==> config.mk <==
export PLATFORM = sky130hd
export DESIGN_NAME = apb_master
export DESIGN_NICKNAME = d
export VERILOG_FILES = /design/src/rtl/apb_pkg.sv /design/src/rtl/apb_master.sv
export SDC_FILE = /design/constraint.sdc
export NUM_CORES = 1
export LEC_CHECK = 0
export BUFFER_PORTS_ARGS = -buffer_cell sky130_fd_sc_hd__buf_2
export CORE_MARGIN = 2
export CORE_UTILIZATION = 41
export DETAILED_ROUTE_END_ITERATION = 8
export PLACE_DENSITY_LB_ADDON = 0.12
export SYNTH_ARGS = -nofsm -noshare
export SYNTH_HDL_FRONTEND = slang
export SYNTH_SLANG_ARGS = --single-unit
==> constraint.sdc <==
create_clock -name clk -period 1.49 [get_ports clk]
set_input_delay 0.0745 -clock clk [delete_from_list [all_inputs] [get_ports clk]]
set_output_delay 0.0745 -clock clk [all_outputs]
set_load 0.01 [all_outputs]
==> src/rtl/apb_pkg.sv <==
// Shared types for the APB master: FSM state encoding, command/response
// records and the default bus widths.
package apb_pkg;

   localparam int DEF_ADDR_W = 32;
   localparam int DEF_DATA_W = 32;

   typedef enum logic [1:0] {
      IDLE,
      SETUP,
      ACCESS,
      RESP
   } state_t;

   typedef struct packed {
      logic                  write;
      logic [DEF_ADDR_W-1:0] addr;
      logic [DEF_DATA_W-1:0] wdata;
   } cmd_t;

   typedef struct packed {
      logic [DEF_DATA_W-1:0] rdata;
      logic                  err;
   } rsp_t;

endpackage

==> src/rtl/apb_master.sv <==
// Single-outstanding APB master: a valid/ready command in, one APB transfer, a valid/ready response out.
// Define APB_TIMEOUT_EN to abort an ACCESS phase after TIMEOUT_CYCLES wait states.
module apb_master
   import apb_pkg::*;
#(
   parameter int ADDR_W = DEF_ADDR_W,
   parameter int DATA_W = DEF_DATA_W
`ifdef APB_TIMEOUT_EN
   ,
   parameter int TIMEOUT_CYCLES = 255
`endif
) (
   input  logic              clk,
   input  logic              rst,
   input  logic              cmd_valid,
   output logic              cmd_ready,
   input  logic              cmd_write,
   input  logic [ADDR_W-1:0] cmd_addr,
   input  logic [DATA_W-1:0] cmd_wdata,
   output logic              rsp_valid,
   input  logic              rsp_ready,
   output logic [DATA_W-1:0] rsp_rdata,
   output logic              rsp_err,
   output logic              PSEL,
   output logic              PENABLE,
   output logic              PWRITE,
   output logic [ADDR_W-1:0] PADDR,
   output logic [DATA_W-1:0] PWDATA,
   input  logic [DATA_W-1:0] PRDATA,
   input  logic              PREADY,
   input  logic              PSLVERR
);

   state_t state;

`ifdef APB_TIMEOUT_EN
   localparam int CNT_W = $clog2(TIMEOUT_CYCLES + 1);
   logic [CNT_W-1:0] to_cnt;
`endif

   // PADDR/PWRITE/PWDATA are loaded only on acceptance, so they stay stable
   // through the transfer and keep their last value while idle.
   always_ff @(posedge clk) begin
      // NOTE: every register here uses <= so all of them update from the same pre-edge values.
      if (rst) begin
         state     <= IDLE;
         cmd_ready <= 1'b1;
         rsp_valid <= 1'b0;
         rsp_rdata <= '0;
         rsp_err   <= 1'b0;
         PSEL      <= 1'b0;
         PENABLE   <= 1'b0;
         PWRITE    <= 1'b0;
         PADDR     <= '0;
         PWDATA    <= '0;
`ifdef APB_TIMEOUT_EN
         to_cnt    <= '0;
`endif
      end else begin
         case (state)
            IDLE: begin
               if (cmd_valid) begin
                  cmd_ready <= 1'b0;
                  PSEL      <= 1'b1;
                  PWRITE    <= cmd_write;
                  PADDR     <= cmd_addr;
                  PWDATA    <= cmd_write ? cmd_wdata : '0;
                  state     <= SETUP;
               end
            end
            SETUP: begin
               PENABLE <= 1'b1;
               state   <= ACCESS;
`ifdef APB_TIMEOUT_EN
               to_cnt  <= '0;
`endif
            end
            ACCESS: begin
               // PREADY wins over a timeout landing on the same cycle.
               if (PREADY) begin
                  PSEL      <= 1'b0;
                  PENABLE   <= 1'b0;
                  rsp_valid <= 1'b1;
                  rsp_rdata <= PWRITE ? '0 : PRDATA;
                  rsp_err   <= PSLVERR;
                  state     <= RESP;
               end
`ifdef APB_TIMEOUT_EN
               else if (to_cnt == CNT_W'(TIMEOUT_CYCLES - 1)) begin
                  PSEL      <= 1'b0;
                  PENABLE   <= 1'b0;
                  rsp_valid <= 1'b1;
                  rsp_rdata <= '0;
                  rsp_err   <= 1'b1;
                  to_cnt    <= to_cnt + 1'b1;
                  state     <= RESP;
               end else begin
                  to_cnt <= to_cnt + 1'b1;
               end
`endif
            end
            RESP: begin
               if (rsp_ready) begin
                  rsp_valid <= 1'b0;
                  cmd_ready <= 1'b1;
                  state     <= IDLE;
               end
            end
            default: state <= IDLE;
         endcase
      end
   end

endmodule
# Word-level counts from Yosys, hierarchy flattened

Index checks and enable logic that the tools add are counted.

Eq/ne operators: 6
Multiplexer cells: 16
Reductions and logical operators: 12

Operators by type and width:

| operator           | number |
|---|---|
| $mux 32            | 2 |
| $reduce_and 3->1   | 4 |
| $pmux 1 s2         | 4 |
| $pmux 2 s4         | 1 |
| $reduce_bool 2->1  | 4 |
| $mux 1             | 6 |
| $mux 2             | 3 |
| $ne 2x2->1 const B | 3 |
| $reduce_and 2->1   | 3 |
| $eq 2x2->1 const B | 2 |
| $eq 2x1->1 const B | 1 |
| $logic_not 2->1    | 1 |

Register bits after elaboration: 104
Bits of input ports: 103
Output and inout port bits: 102
Word-level logic and storage cells: 44

# Depth between registers and ports, before layout

Gate-level depths: netlist of the first run.

Depth in word-level cells: 3
Depth in mapped cells: 7
Gate-level depth less buffers: 5

# Least setup slack after synthesis of the first run

Ideal clock, no wire load.

Path type: register to register
From: reg state[0]
To: reg cmd_ready
Setup time: 0.116 ns
Arrival: 1.310 ns
Required time: 1.374 ns
Path slack: 0.064 ns
Stages on the path, launching flop included: 6
Path buffers: 0
Cells stage by stage: dfxtp_1 > inv_1 > ha_1 > nand2_2 > or3_1 > a31o_1

Longest elaborated chain between the ends: 3

Ends and longest elaborated chain:

| element                                                   | line              | text |
|---|---|---|
| start: declaration                                        | apb_master.sv:34  | `state_t state;` |
| start signal: assignment                                  | apb_master.sv:46  | `state <= IDLE;` |
| start signal: assignment                                  | apb_master.sv:68  | `state <= SETUP;` |
| start signal: assignment                                  | apb_master.sv:73  | `state <= ACCESS;` |
| $eq 2x2->1 or $logic_not 2->1 (tied branches)             | apb_master.sv:60  | `case (state)` |
| $ne 2x2->1 (no line) or $reduce_bool 2->1 (tied branches) | -                 |  |
| $reduce_and 3->1 (no line)                                | -                 |  |
| end signal: assignment                                    | apb_master.sv:47  | `cmd_ready <= 1'b1;` |
| end signal: assignment                                    | apb_master.sv:63  | `cmd_ready <= 1'b0;` |
| end signal: assignment                                    | apb_master.sv:105 | `cmd_ready <= 1'b1;` |
| end: declaration                                          | apb_master.sv:16  | `output logic cmd_ready,` |

Parallel ways exist; a longest one is shown, timed or not.
A chain may end at the register's enable or synchronous reset.

# Worst setup path in the final report of the first run

From: reg state[1]
To: reg cmd_ready

The elaborated chain is that of the path after synthesis.

==> reports/qor.csv, run 1 <==
stage,metric,value,unit
status,status,"finished, final reports clean",
grt,grt_first_pass_wirelength,20700,µm
finish,area_growth,55.3,%
finish,layout_commonest_cell,buf_2,
setup_path,end_kind,flop,
floorplan,placementRows,36,
clocking,cts_tree,built,
floorplan,num_io_pins,205,
synth,yosys_warnings,0,
finish,n_fill_cell,857,
sta,fmax,0.693,GHz
clocking,numCtsBuffers,9,
sta,tns,0,ps
clocking,cts_root_buf,clkbuf_8,
setup_path,critPathBufInv,1,
pwr,ir_drop,718,µV
setup_path,critical_path.max_fanout,5,
grt,gr-total-overflow,0,
finish,nets,883,
synth,syn_inst,491,
pwr,finalPower,8250,µW
setup_path,worstSetupStartpointType,flop,
routing,wl_per_cell,14.2,µm
sta,setup_viol,0,
setup_path,cp_cell_sequence,"buf_4, ha_2, nor2b_1, or3_1, a31o_1",
sta,postLayoutSetupSlackWorst,46.6,ps
pwr,pwr_density_cell,1290,mW/mm²
flow_run,maxCapViolCount,0,
sta,max-slew-margin-rel,0.620,
placement,place_hpwl,7960,µm
sta,fin_skew,9.93,ps
setup_path,critPathRequiredTime,1730,ps
routing,antenna_left,0,
setup_path,arrival,1690,ps
synth,synth-edff-count,0,
grt,grt_usage,0.227,
grt,grt_pass1_vias,4296,
routing,drcViolationCount,0,
routing,drtIter0Drc,287,
setup_path,cp_top_family,simple AND/OR/NAND/NOR gates,
placement,gp_congestion,0.824,
synth,synth_cell_types,36,
synth,ys_ff_latch,104,
clocking,insertion_delay,350,ps
sta,fin_crit,1440,ps
setup_path,cp_slowest_cell,dfxtp_4,
clocking,clkTransAtPathRegs,100,ps
synth,syn_avg_cell_area,8.41,µm²
setup_path,worst_path_largest_cell_delay,370,ps
grt,grt_antenna_before_repair,0,
finish,final_cell_mix,"buf_2 (203), nand2_1 (132), dfxtp_1 (103), a21oi_1 (100), dlygate4sd3_1 (92)",
sta,worst_pin_slew,569,ps
routing,routed_wl,12900,µm
synth,synth_top_area_frac,0.504,
clocking,max-clock-path-buffers,2,
routing,dr.pass1.iters,5,
synth,netlist_area,0.00413,mm²
floorplan,core-area,0.00977,mm²
floorplan,die_height,104,µm
floorplan,dieArea,0.0109,mm²
placement,place_ws,-9.27,ps
floorplan,die_w,104,µm
placement,port_buffers,204,
synth,async_flop_share,0,
synth,synthTopCellsByArea,"dfxtp_1 (50%), a21oi_1 (12%), nand2_1 (12%)",
sta,final_hold_viol_count,0,
routing,vias,4593,
synth,yosysSeqAreaShare,0.504,
worst_hold_path,hp-class,in -> reg,
sta,final_max_slew_viol_count,0,
clocking,clock_sinks,104,
pwr,p_leak,0.00283,µW
grt,grt_max_degree,42,
routing,viasPerCell,5.05,
sta,min_period_over_period,0.969,
synth,ys.flop_type,dfxtp_1,
setup_path,crit_type,reg -> reg,
finish,final_layout_size_suffix_gt1_frac,0.323,
finish,antenna_cells,0,
clocking,cts_max_level,3,
synth,synth_nets,601,
synth,yosysTopAreaCell,dfxtp_1,
floorplan,start_util,0.422,
registers in the layout, indices dropped and copies added (netlist names):
register	flops
PWRITE	1
PWDATA	32
state	2
rsp_rdata	32
PADDR	32
PENABLE	1
PSEL	1
rsp_err	1
cmd_ready	1
rsp_valid	1
tightest hold or removal path: cells and delay by family:
family	cells	cell delay, ps
compound gates	1	70
simple gates	1	80
buf+inv	1	100
per-stage QoR:
stage / utilization / cell area, µm² / instances / hold slack [ps]
after floorplan: - / 4130 / 491 / 150
after global placement: 0.539 / 5270 / 802 / 315
after detailed placement: 0.539 / 5270 / 802 / 321
after CTS: 0.652 / 6370 / 908 / 2.66
after global routing: 0.656 / 6410 / 909 / 6.65
final: 0.656 / 6410 / 909 / 18.0
where the power goes:
group / leakage, µW / switching [µW] / internal (µW) / total, µW
registers: 0.000848 / 225 / 3220 / 3440
logic: 0.00190 / 1770 / 1450 / 3220
clock network: 0.0000850 / 943 / 646 / 1590
total: 0.00283 / 2940 / 5310 / 8250
synthesized netlist by cell type, types with 3 or more instances:
cell,n
nand2_1,132
nor2_1,3
nand3_1,36
clkbuf_1,14
nand4b_1,32
dfxtp_1,104
nor2b_1,6
buf_6,3
ha_1,7
nand2b_1,3
inv_1,3
buf_2,19
a21oi_1,101
repair_timing:
item | in CTS | in global routing
resized for setup | 7 | 7
hold buffers | 92 | 0
setup buffers | 0 | 1
hold endpoints to repair | 92 | 0
endpoints found under the setup margin | 16 | 34
pin swaps | 2 | 1
logic make-up after synthesis:
logic type               Yosys count  synth area share
multiplexers                       1           0.00273
AO/OA/AOI/OAI                    111             0.142
buffers and inverters             46            0.0643
AND/OR/NAND/NOR                  222             0.265
adder cells (fa/ha/maj)            7            0.0212
flip-flops                       104             0.504
area by class of cell:
type | instances | area [µm²] | area share
clock buffers | 10 | 138 | 0.0215
clock inverters | 4 | 30.0 | 0.00468
inverters | 3 | 11.3 | 0.00176
multi-input cells | 341 | 1820 | 0.284
flip-flops and latches | 104 | 2090 | 0.325
well taps | 133 | 166 | 0.0260
repair buffers | 314 | 2160 | 0.337
worst paths after layout:
kind               from       endpoint  slack, ps  depth (start not counted)
max reg2reg    state[1]      cmd_ready         50                          5
max            state[1]      cmd_ready         50                          5
min reg2reg  PWDATA[27]     PWDATA[27]        450                          2
min          PRDATA[29]  rsp_rdata[29]         20                          3
routing by layer:
layer,vias to the layer above,share of wire,GRT usage
met5,-,0,0
met1,2154,0.41,0.278
met2,176,0.51,0.401
met3,25,0.058,0.0382
met4,0,0.021,0.0763
li1,2238,-,-
Power figures use the tool's default switching activity.
==> inputs of run 2 (changes only) <==
--- a/config.mk
+++ b/config.mk
@@ -10,6 +10,7 @@
 export CORE_UTILIZATION = 41
 export DETAILED_ROUTE_END_ITERATION = 8
 export PLACE_DENSITY_LB_ADDON = 0.12
+export REMOVE_ABC_BUFFERS = 1
 export SYNTH_ARGS = -nofsm -noshare
 export SYNTH_HDL_FRONTEND = slang
 export SYNTH_SLANG_ARGS = --single-unit
==> run 2 against run 1 <==
Global-route usage fell by 0.052 points. Sequential cell count did not move. Clock power increased by 22%. First-iteration DRC count decreased by 23%. Sequential power is essentially flat. Cell area increased by 2.9%. Critical path depth did not move. Utilization is 1.9 points higher.
==> reports/qor.csv, run 2 (same netlist as run 1, synthesis figures left out) <==
stage,metric,value,unit,change
routing,dr.pass1.iters,5,,unchanged
routing,routed_wl,13400,µm,+3.8%
routing,viasPerCell,4.95,,-2.0%
sta,fmax,0.686,GHz,-1.0%
finish,layout_commonest_cell,buf_2,,
worst_hold_path,holdCritStartpoint,rst,,
grt,use_met3,0.0595,,+0.0213
clocking,numCtsBuffers,9,,unchanged
finish,fin_util,0.675,,+0.0191
pwr,pwr-share-comb,0.394,,+0.004
clocking,clock_sinks,104,,unchanged
sta,rsz0062_at_grt,yes,,
clocking,clkTransAtPathRegs,100,ps,about the same
sta,tns,0,ps,unchanged
sta,final_max_slew_viol_count,0,,unchanged
grt,grt_first_pass_wirelength,20400,µm,-1.5%
grt,grt_usage,0.226,,-0.000518
pwr,ir_drop,713,µV,-0.62%
placement,place_hpwl,7800,µm,-2.0%
sta,fin_crit,1460,ps,+14.5 ps
routing,vias,4557,,-0.78%
sta,final_hold_viol_count,0,,unchanged
floorplan,die_w,104,µm,unchanged
setup_path,critical_path.max_fanout,3,,-2
pwr,p_leak,0.00292,µW,+3.2%
routing,drcViolationCount,0,,unchanged
routing,drtIter0Drc,221,,-23%
pwr,clockPowerShare,0.218,,+0.025
clocking,cts_max_level,3,,unchanged
floorplan,num_io_pins,205,,unchanged
floorplan,dieArea,0.0109,mm²,unchanged
pwr,seqPwrFrac,0.387,,-0.030
floorplan,start_util,0.422,,unchanged
setup_path,end_kind,flop,,
pwr,p_switching,3080,µW,+4.7%
pwr,power.share.switching,0.347,,-0.00914
clocking,insertion_delay,370,ps,+20 ps
floorplan,core-area,0.00977,mm²,unchanged
finish,top_regs,"PADDR x32, PWDATA x32, rsp_rdata x32",,
setup_path,reg2reg_slack,30,ps,about the same
pwr,p_int,5790,µW,+9.0%
floorplan,die_height,104,µm,unchanged
placement,gp_congestion,0.768,,-6.7%
clocking,cts_root_buf,clkbuf_8,,
grt,gr-total-overflow,0,,unchanged
clocking,cts_tree,built,,
grt,use_met2,0.388,,-0.0131
finish,stdcell_count,920,,+1.2%
placement,port_buffers,204,,unchanged
setup_path,reg2reg_from,state[0],,
finish,area_growth,59.8,%,
pwr,pwr_density_cell,1340,mW/mm²,+4.4%
sta,setup_viol,0,,unchanged
routing,wl_per_cell,14.5,µm,+2.5%
placement,dp.cells,804,,+0.25%
sta,worst_pin_slew,575,ps,+6.15 ps
finish,nets,892,,+1.0%
sta,max-slew-margin-rel,0.616,,-0.00410
sta,fin_skew,11.3,ps,+1.37 ps
finish,final_layout_size_suffix_gt1_frac,0.325,,+0.00183
setup_path,critPathRequiredTime,1750,ps,+20 ps
worst_hold_path,hold_end,PADDR[9],,
setup_path,arrival,1710,ps,+20 ps
grt,grt_max_degree,63,,+50%
setup_path,rr_worst_depth,5,,unchanged
finish,final_cell_mix,"buf_2 (203), nand2_1 (131), dfxtp_1 (102), a21oi_1 (101), dlygate4sd3_1 (97)",,
finish,antenna_cells,0,,unchanged
routing,antenna_left,0,,unchanged
setup_path,crit_type,reg -> reg,,
setup_path,worstSetupStartpointType,flop,,
pwr,finalPower,8870,µW,+7.4%
clocking,cts_setup_buffers,0,,unchanged
setup_path,rr_endpoint,cmd_ready,,
grt,grt_antenna_before_repair,0,,unchanged
worst_hold_path,hp-class,in -> reg,,
worst_hold_path,min_path_cells,2,,-1
grt,globalRouteMet1Util,0.271,,-0.00667
grt,gr-max-usage-layer,met2,,
status,status,"finished, final reports clean",,
flow_run,maxCapViolCount,0,,unchanged
clocking,max-clock-path-buffers,2,,unchanged
floorplan,placementRows,36,,unchanged
grt,grt_pass1_vias,4279,,-0.40%
sta,min_period_over_period,0.979,,+0.00975
==> run 2: cell count changes in the layout (fill, tap and decap cells not counted), sizes merged <==
cell         before  now
dlygate4sd3      92   97
bufinv            0    2
clkbuf           10   13
buf             222  223
==> run 2: stage by stage <==
| step | hold WS [ps] | instance area (µm²) | worst slack, ps |
|---|---|---|---|
| after floorplan | 144 | 3870 | -826 |
| after global placement | 315 | 5280 | -51.9 |
| after detailed placement | 323 | 5280 | -51.6 |
| after CTS | 110 | 6480 | -16.6 |
| after global routing | 129 | 6600 | -11.7 |
| final | 126 | 6600 | 32.0 |
==> run 2: worst max path at each step <==
stage	from	depth (start not counted)	slack [ps]	endpoint
after floorplan	state[0]	5	-830	rsp_err
after global placement	state[1]	5	-50	PSEL
after detailed placement	state[1]	5	-50	PSEL
after CTS	state[1]	5	-20	cmd_ready
after global routing	state[0]	5	-10	cmd_ready
final	state[0]	5	30	cmd_ready
==> run 2: layout make-up <==
type	instances	area (µm²)
clock buffers	10	128
clock inverters	6	90.1
inverters	3	11.3
repair buffers	323	2290
multi-input cells	341	1830
flip-flops and latches	104	2080
well taps	133	166
fillers	813	3180
==> run 2: power groups by stage <==
stage	clock (µW)	sequential [µW]	combinational (µW)
6_report	1940	3430	3500
2_1_floorplan	0	3700	1310
3_3_place_gp	0	3460	2890
5_1_grt	2100	3490	3780
4_1_cts	1990	3420	3180
3_5_place_dp	0	3480	2950
==> run 2: what timing repair did <==
item                                   4_1_cts  5_1_grt
hold buffers                                97        0
resized for setup                            4       10
gates cloned                                 0        3
setup endpoints to repair                    7       58
endpoints found under the hold margin       97        0
==> run 2: critical path, cell delays in order, from the launching register on <==
cell	delay (ps)
dfxtp_2	330
buf_4	140
ha_1	210
nor2b_1	140
or3_1	320
a31o_1	220
==> run 2: metal layers <==
layer  routed length (µm)  vias to the layer above
li1                     -                     2255
met5                    0                        -
met4                  263                        0
met1                 5680                     2098
met2                 6590                      182
met3                  845                       22
==> inputs of run 3 (changes only) <==
--- a/config.mk
+++ b/config.mk
@@ -7,7 +7,7 @@
 export LEC_CHECK = 0
 export BUFFER_PORTS_ARGS = -buffer_cell sky130_fd_sc_hd__buf_2
 export CORE_MARGIN = 2
-export CORE_UTILIZATION = 41
+export CORE_UTILIZATION = 46
 export DETAILED_ROUTE_END_ITERATION = 8
 export PLACE_DENSITY_LB_ADDON = 0.12
 export REMOVE_ABC_BUFFERS = 1
==> constraint.sdc (replaced) <==
create_clock -name clk -period 1.45 [get_ports clk]
set_input_delay 0.0725 -clock clk [delete_from_list [all_inputs] [get_ports clk]]
set_output_delay 0.0725 -clock clk [all_outputs]
set_load 0.01 [all_outputs]
==> run 3 against run 2 <==
Die area down 10%. Global-route usage increased by 3.5 points. Clock skew increased by 1.4 ps. Sequential power increased by 3%. Non-clock buffer count increased by 1. Combinational power increased by 1%. Maximum frequency increased by 1.7%. Hold slack worse by 100 ps. Critical endpoint unchanged. Highest routed layer unchanged.
==> reports/qor.csv, run 3 (same netlist as run 1, synthesis figures left out) <==
stage,metric,value,unit,change
flow_run,maxCapViolCount,0,,unchanged
grt,grt_pass1_vias,4440,,+3.8%
finish,fin_util,0.749,,+0.0744
finish,area_growth,58.3,%,
worst_hold_path,hp-class,in -> reg,,
sta,fmax,0.698,GHz,+1.7%
pwr,p_leak,0.00289,µW,-1.3%
sta,fin_skew,12.7,ps,+1.41 ps
setup_path,critPathBufInv,1,,unchanged
setup_path,worstSetupStartpointType,flop,,
setup_path,worst_path_largest_cell_delay,370,ps,+40 ps
clocking,max-clock-path-buffers,2,,unchanged
setup_path,crit_type,reg -> reg,,
sta,worst_pin_slew,568,ps,-7.05 ps
setup_path,cp_top_family,simple AND/OR/NAND/NOR gates,,
clocking,insertion_delay,360,ps,about the same
placement,place_hpwl,7870,µm,+0.81%
floorplan,die_height,98.7,µm,-5.4%
clocking,cts_root_buf,clkbuf_8,,
finish,top_regs,"PADDR x32, PWDATA x32, rsp_rdata x32",,
placement,port_buffers,204,,unchanged
grt,grt_first_pass_wirelength,21000,µm,+3.3%
status,status,"finished, final reports clean",,
setup_path,critPathRequiredTime,1700,ps,-50 ps
sta,min_period_over_period,0.989,,+0.0102
finish,antenna_cells,0,,unchanged
grt,grt_usage,0.261,,+0.0349
clocking,cts_tree,built,,
setup_path,reg2reg_from,state[1],,
floorplan,placementRows,34,,-5.6%
placement,place_ws,-63.3,ps,-11.7 ps
sta,postLayoutSetupSlackWorst,16.4,ps,-15.6 ps
finish,stdcell_count,896,,-2.6%
routing,drtIter0Drc,213,,-3.6%
pwr,ir_drop,990,µV,+39%
placement,gp_congestion,0.838,,+9.0%
routing,dr.pass1.iters,7,,+2
floorplan,dieArea,0.00975,mm²,-10%
floorplan,start_util,0.473,,+0.0510
setup_path,cp_cell_sequence,"buf_6, ha_4, nor2b_4, or3_1, a31o_1",,
clocking,clock_sinks,104,,unchanged
floorplan,core-area,0.00872,mm²,-11%
setup_path,end_kind,flop,,
sta,final_max_slew_viol_count,0,,unchanged
sta,whs,24.6,ps,-101 ps
routing,routed_wl,13100,µm,-1.9%
placement,dp.cells,782,,-2.7%
routing,drcViolationCount,0,,unchanged
sta,rsz0062_at_grt,yes,,
worst_hold_path,holdCritStartpoint,PRDATA[31],,
sta,fin_crit,1430,ps,-24.4 ps
finish,layout_commonest_cell,buf_2,,
sta,max-slew-margin-rel,0.621,,+0.00470
grt,grt_max_degree,57,,-9.5%
grt,gr-total-overflow,0,,unchanged
finish,final_layout_size_suffix_gt1_frac,0.329,,+0.00339
clocking,cts_max_level,3,,unchanged
clocking,clkTransAtPathRegs,90,ps,about the same
finish,n_fill_cell,647,,-20%
finish,final_cell_mix,"buf_2 (203), nand2_1 (132), dfxtp_1 (102), a21oi_1 (100), dlygate4sd3_1 (96)",,
clocking,numCtsBuffers,9,,unchanged
routing,wl_per_cell,14.7,µm,+0.75%
pwr,pwr_density_cell,1340,mW/mm²,-0.43%
setup_path,arrival,1680,ps,-30 ps
floorplan,die_w,98.7,µm,-5.4%
sta,setup_viol,0,,unchanged
sta,final_hold_viol_count,0,,unchanged
floorplan,num_io_pins,205,,unchanged
sta,tns,0,ps,unchanged
setup_path,cp-startpoint,state[1],,
setup_path,cp_slowest_cell,dfxtp_4,,
routing,viasPerCell,5.12,,+3.4%
finish,nets,893,,+0.11%
routing,antenna_left,0,,unchanged
grt,grt_antenna_before_repair,0,,unchanged
setup_path,critical_path.max_fanout,4,,+1
routing,vias,4587,,+0.66%
## run 3: cell count changes in the layout (fill, tap and decap cells not counted), sizes merged
cell	previous run	this run
clkbuf	13	12
buf	223	227
inv	5	4
dlygate4sd3	97	96
bufinv	2	0
clkinvlp	1	3
## run 3: timing repair
item                                    in CTS  in global routing
resized for setup                            7                 17
setup buffers                                0                  1
pin swaps                                    0                  3
hold buffers                                95                  1
cloned                                       0                  1
hold endpoints to repair                    95                  1
endpoints found under the setup margin      21                 39
## run 3: per-stage QoR
step | instance area, µm² | power [µW]
floorplan | 3870 | 5140
global placement | 5270 | 6550
detailed placement | 5270 | 6610
CTS | 6430 | 8530
global route | 6540 | 9320
finish | 6540 | 8740
## run 3: worst paths after layout
| check | endpoint | slack [ps] | cells after the start |
|---|---|---|---|
| worst min register to register | PWDATA[15] | 450 | 2 |
| worst max-delay path | cmd_ready | 20 | 5 |
| worst max register to register | cmd_ready | 20 | 5 |
| worst min-delay path | rsp_rdata[31] | 20 | 3 |
## run 3: where the power goes
group | total, µW | switching (µW) | leakage (µW) | internal, µW
registers | 3540 | 235 | 0.000848 | 3310
clock network | 1650 | 1010 | 0.0000777 | 643
logic | 3550 | 1900 | 0.00196 | 1650
## run 3: tightest hold or removal path: cells and delay by family
family | cells | cell delay [ps]
buf+inv | 1 | 100
compound gates | 1 | 70
simple gates | 1 | 80
## run 3: per-layer routing
layer / vias up / track usage / part of all wire
met1: 2131 / 0.322 / 0.40
met4: 0 / 0.0938 / 0.028
li1: 2253 / - / -
met5: - / 0 / 0
met3: 28 / 0.0603 / 0.062
met2: 175 / 0.448 / 0.51
## run 3: final cells by class
class | count | area, µm² | area share
repair buffers | 324 | 2270 | 0.347
flip-flops and latches | 104 | 2090 | 0.319
multi-input cells | 341 | 1860 | 0.284
well taps | 108 | 135 | 0.0207
clock buffers | 11 | 131 | 0.0201
clock inverters | 5 | 42.5 | 0.00651
inverters | 3 | 13.8 | 0.00211
